===== src/rtl/pc_unit.sv =====
// Fetch-stage program counter with redirect, stall hold and a circular return-address stack.
// Optional misaligned-redirect trap enabled by defining PC_MISALIGN_TRAP_EN.
module pc_unit #(
  parameter int unsigned     XLEN         = 32,
  parameter logic [XLEN-1:0] RESET_VECTOR = XLEN'(32'h0000_0000),
  parameter int unsigned     INC          = 4,
  parameter int unsigned     RAS_DEPTH    = 4,
  parameter logic [XLEN-1:0] TRAP_VECTOR  = XLEN'(32'h0000_0010)
) (
  input  logic                               clk,
  input  logic                               reset,
  input  logic                               stall,
  input  logic                               redirect_valid,
  input  logic [XLEN-1:0]                    redirect_target,
  input  logic                               call,
  input  logic                               ret,
  output logic [XLEN-1:0]                    pc,
  output logic [XLEN-1:0]                    pc_next,
  output logic [$clog2(RAS_DEPTH+1)-1:0]     ras_count,
  output logic                               ras_overflow,
  output logic                               ras_underflow,
  output logic                               misalign_trap
);

  localparam int unsigned CntW = $clog2(RAS_DEPTH + 1);
  localparam int unsigned PtrW = $clog2(RAS_DEPTH);

`ifdef PC_MISALIGN_TRAP_EN
  localparam bit TrapEn = 1'b1;
`else
  localparam bit TrapEn = 1'b0;
`endif

  logic [XLEN-1:0] pc_q, pc_d;
  logic [PtrW-1:0] top_q, top_d;
  logic [CntW-1:0] cnt_q, cnt_d;
  logic            ovf_q, ovf_d;
  logic            udf_q, udf_d;
  logic            trap_q, trap_d;

  logic [XLEN-1:0] ras_q [RAS_DEPTH];

  logic [XLEN-1:0] seq_pc;
  logic [PtrW-1:0] top_inc;
  logic [PtrW-1:0] top_dec;
  logic            push;
  logic            replace;
  logic            misaligned;
  logic [PtrW-1:0] wr_idx;

  assign seq_pc     = pc_q + XLEN'(INC);
  assign top_inc    = (top_q == PtrW'(RAS_DEPTH - 1)) ? '0 : top_q + PtrW'(1);
  assign top_dec    = (top_q == '0) ? PtrW'(RAS_DEPTH - 1) : top_q - PtrW'(1);
  assign misaligned = TrapEn && (redirect_target[1:0] != 2'b00);

  // Next-state selection in priority order: reset > redirect > stall > ret > sequential.
  always_comb begin
    pc_d    = pc_q;
    top_d   = top_q;
    cnt_d   = cnt_q;
    ovf_d   = ovf_q;
    udf_d   = udf_q;
    trap_d  = 1'b0;
    push    = 1'b0;
    replace = 1'b0;

    if (reset) begin
      pc_d  = RESET_VECTOR;
      top_d = '0;
      cnt_d = '0;
      ovf_d = 1'b0;
      udf_d = 1'b0;
    end else if (redirect_valid) begin
      pc_d   = misaligned ? TRAP_VECTOR : redirect_target;
      trap_d = misaligned;
      push   = call;
    end else if (stall) begin
      pc_d = pc_q;
    end else if (ret) begin
      if (cnt_q != '0) begin
        pc_d = ras_q[top_q];
        if (call) begin
          replace = 1'b1;
        end else begin
          top_d = top_dec;
          cnt_d = cnt_q - CntW'(1);
        end
      end else begin
        pc_d  = seq_pc;
        udf_d = 1'b1;
        push  = call;
      end
    end else begin
      pc_d = seq_pc;
      push = call;
    end

    // A push on a full stack wraps onto the oldest entry.
    if (push) begin
      top_d = top_inc;
      if (cnt_q == CntW'(RAS_DEPTH)) begin
        ovf_d = 1'b1;
      end else begin
        cnt_d = cnt_q + CntW'(1);
      end
    end
  end

  always_ff @(posedge clk) begin
    pc_q   <= pc_d;
    top_q  <= top_d;
    cnt_q  <= cnt_d;
    ovf_q  <= ovf_d;
    udf_q  <= udf_d;
    trap_q <= trap_d;
  end

  assign wr_idx = push ? top_inc : top_q;

  // Stack storage needs no reset; entries beyond the count are never read.
  always_ff @(posedge clk) begin
    if (push || replace) begin
      ras_q[wr_idx] <= seq_pc;
    end
  end

  assign pc            = pc_q;
  assign pc_next       = pc_d;
  assign ras_count     = cnt_q;
  assign ras_overflow  = ovf_q;
  assign ras_underflow = udf_q;
  assign misalign_trap = trap_q;

endmodule


===== config.mk =====
export PLATFORM = sky130hd
export DESIGN_NAME = pc_unit
export DESIGN_NICKNAME = d
export VERILOG_FILES = /design/src/rtl/pc_unit.sv
export SDC_FILE = /design/constraint.sdc
export NUM_CORES = 1
export LEC_CHECK = 0
export ABC_AREA = 0
export CAP_MARGIN = 0
export CORE_UTILIZATION = 45
export DETAILED_ROUTE_END_ITERATION = 6
export PLACE_DENSITY = 0.73
export SLEW_MARGIN = 15
export SYNTH_ARGS = -nofsm -noshare
export SYNTH_HDL_FRONTEND = slang
export SYNTH_SLANG_ARGS = --single-unit

===== constraint.sdc =====
create_clock -name clk -period 5.05 [get_ports clk]
set_clock_uncertainty 0.05 [all_clocks]
set_input_delay 0.7575 -clock clk [delete_from_list [all_inputs] [get_ports clk]]
set_output_delay 0.7575 -clock clk [all_outputs]
set_load 0.005 [all_outputs]

==> results.sh <==
export IMPL_clock_sinks=169
export IMPL_endpoint_kind="primary output"
export IMPL_rsz0062_at_grt="no"
export IMPL_io_pins=108
export IMPL_postSynthCellCount=629
export IMPL_synth_nets=673
export IMPL_synth_seq_area_share_pct=57.93
export IMPL_synth_seq_cells=169
export IMPL_avgSynthCellArea_um2=12.86
export IMPL_power_density_nw_per_um2=350.5
export IMPL_initial_core_util_pct=46.43
export IMPL_crit_fanout=15
export IMPL_cts_tree="done"
export IMPL_numCtsBuffers=17
export IMPL_routed_wl_um=23220
export IMPL_worst_slack_ps=695.7
export IMPL_critical_path_class="input port to primary output"
export IMPL_cts_max_level=4
export IMPL_drv_slew=0
export IMPL_drc_errors=0
export IMPL_grt_pass1_wl_um=35220
export IMPL_finalSetupTns_ps=0
export IMPL_p_int_mw=2.560
export IMPL_final_fill_count=1401
export IMPL_track_usage_pct=26.27
export IMPL_max_cap_violations=0
export IMPL_synth_adder_area_share_pct=0.9284
export IMPL_num_vias=6121
export IMPL_layout_nets=776
export IMPL_place_ws_ps=802.7
export IMPL_synth_cell_types=67
export IMPL_vias_per_cell=6.310
export IMPL_pwr_share_comb_pct=15.3
export IMPL_synth_mux_area_share_pct=9.547
export IMPL_synth_top_family_by_area="simple AND/OR/NAND/NOR gates"
export IMPL_fin_crit_sh_pct=86.22
export IMPL_min_delay_path_depth=2
export IMPL_areaGrowthSynthToFinish_pct=24.68
export IMPL_synth_ff_type="edfxtp_1"
export IMPL_synth_edff_count=130
export IMPL_startpoint_type="input port"
export IMPL_reg2reg_slack_ps=1770
export IMPL_yosys_warnings=0
export IMPL_switching_share_pct=27.57
export IMPL_final_antenna_net_count=0
export IMPL_die_area_um2=18510
export IMPL_synth_compound_area_share_pct=12.19
export IMPL_clkSlewWorstSetupHoldPaths_ps=70
export IMPL_netlist_area_um2=8087
export IMPL_post_cts_buffers=0
export IMPL_clock_root_buffer="clkbuf_16"
export IMPL_worstHoldPathType="flip-flop to flip-flop"
export IMPL_port_buffers=106
export IMPL_dr_pass1_iters=5
export IMPL_grt_pass1_vias=6015
export IMPL_synth_xor_area_share_pct=2.599
export IMPL_finalCriticalPeriod_ps=4354
export IMPL_worst_pin_slew_ps=822.3
export IMPL_core_area_um2=17420
export IMPL_cts_resized=0
export IMPL_die_h_um=136.1
export IMPL_clk_latency_ps=440
export IMPL_p_clk_share_pct=37.2
export IMPL_worstPathArrival_ps=3550
export IMPL_grt_max_degree=33
export IMPL_diodes=0
export IMPL_slew_limit_headroom_pct=44.67
export IMPL_dp_hpwl_um=16550
export IMPL_synth_simple_area_share_pct=12.90
export IMPL_worstPathRequired_ps=4240
export IMPL_row_count=48
export IMPL_p_leak_nw=3.372
export IMPL_drive_above_1_share_pct=14.09
export IMPL_grt_ovfl_total=0
export IMPL_setup_viol=0
export IMPL_cts_buffer_depth=2
export IMPL_status="finished, final reports clean"
export IMPL_peakVddDrop_mv=0.2964
export IMPL_place_gp_congestion=1.007
export IMPL_wire_per_inst_um=23.94
export IMPL_drt_initial_drc_count=700
export IMPL_synthArstFlopShare_pct=0
export IMPL_antenna_found_initial=0
export IMPL_max_freq_mhz=229.7
export IMPL_r2r_cells=8
export IMPL_p_seq_share_pct=47.4
export IMPL_p_sw_mw=0.9742
export IMPL_die_w_um=136.1
export IMPL_postCtsHoldBufs=0
export IMPL_finalHoldViolCount=0
-- metal layers --
layer	part of all wire, %	GRT usage, %
met1	42	35.82
met4	1.9	8.827
met2	48	41.46
met5	0	0
met3	8.4	5.779
-- final timing paths --
path / startpoint / to
max reg2reg: ras_count[0]$_DFF_P_ / ras_q[0][30]$_DFFE_PP_
max: ret / pc_next[0]
min reg2reg: ras_underflow$_SDFFE_PP0P_ / ras_underflow$_SDFFE_PP0P_
min: ras_underflow$_SDFFE_PP0P_ / ras_underflow$_SDFFE_PP0P_
-- state kept, by name (all words and copies together), names as in the netlist, named ones only --
| register | count |
|---|---|
| pc | 32 |
| ras_count | 3 |
| ras_overflow | 1 |
| ras_q | 128 |
| ras_underflow | 1 |
| top_q | 2 |
-- critical path: stages --
cell and delay (ps):
clkdlybuf4s50_1 610, buf_4 260, nand2b_1 160, nor2_1 670, nand2_1 130, a221oi_1 380
clkdlybuf4s50_1 570
-- cell usage after synthesis (6+ instances only) --
master    number  area share [%]
a21oi_1       26             1.6
edfxtp_1     130              48
xor2_1         7            0.76
a31oi_1       12            0.93
dfxtp_1       39             9.7
o211ai_1       6            0.56
nor4_1         7            0.54
nor3_1        12            0.74
nand2_1       40             1.9
nand3_1       23             1.4
a221oi_1       8            0.87
inv_1         24             1.1
or3_1          7            0.54
o21ai_0       14            0.87
nand4_1       11            0.85
buf_2         15            0.93
xnor2_1       17             1.8
mux4_2        32             8.9
and4_1        14             1.5
clkbuf_1      26             1.2
nor2_1        25             1.2
nand2b_1      10            0.77
ha_1           6            0.93
-- power groups by stage --
stage	clock network [mW]	logic, mW	registers [mW]
2_1_floorplan	0	0.313	1.65
3_3_place_gp	0	0.526	1.70
3_5_place_dp	0	0.533	1.71
4_1_cts	1.34	0.538	1.68
5_1_grt	1.39	0.577	1.69
6_report	1.32	0.542	1.68
-- placed cells by master (no fill, tap or decap), types with 6 or more instances in the layout --
cell,count
a21oi_1,26
a221oi_1,8
a31oi_1,12
and4_1,14
buf_4,23
clkbuf_16,17
clkdlybuf4s50_1,106
dfxtp_1,38
edfxtp_1,130
ha_1,6
inv_1,24
inv_8,6
mux4_2,32
nand2_1,40
nand2b_1,10
nand3_1,23
nand4_1,11
nor2_1,25
nor3_1,12
nor4_1,7
o211ai_1,6
o21ai_0,14
or3_1,7
xnor2_1,17
xor2_1,7
-- per-stage QoR --
step	hold slack [ps]	util (%)	power (mW)	instance area, um^2	instances
after detailed placement	417.3	54.45	2.240	9483	938
after floorplan	410.5	-	1.967	8087	629
after global routing	492.1	57.89	3.658	10080	970
after global placement	402.6	54.45	2.229	9483	938
final	433.4	57.89	3.534	10080	970
after CTS	433.0	57.89	3.555	10080	970
-- kinds of logic (layout without fill, tap and decap cells) --
group,count (synthesis),after routing
other,1,1
flip-flops,169,169
adder cells (fa/ha/maj),6,6
XOR/XNOR,24,24
AND/OR/NAND/NOR,183,183
AO/OA/AOI/OAI,136,136
buffers and inverters,73,189
multiplexers,37,37
-- area by class of cell --
| cell class | count | area, um^2 | area share [%] |
|---|---|---|---|
| clock buffer | 17 | 425.4 | 4.219 |
| clock inverter | 15 | 173.9 | 1.725 |
| inverter | 25 | 93.84 | 0.9307 |
| multi-input combinational | 387 | 3128 | 31.02 |
| sequential | 169 | 4686 | 46.48 |
| tap | 225 | 281.5 | 2.792 |
| timing repair buffer | 132 | 1294 | 12.83 |
Note: power is estimated with default switching activity, not from simulation.
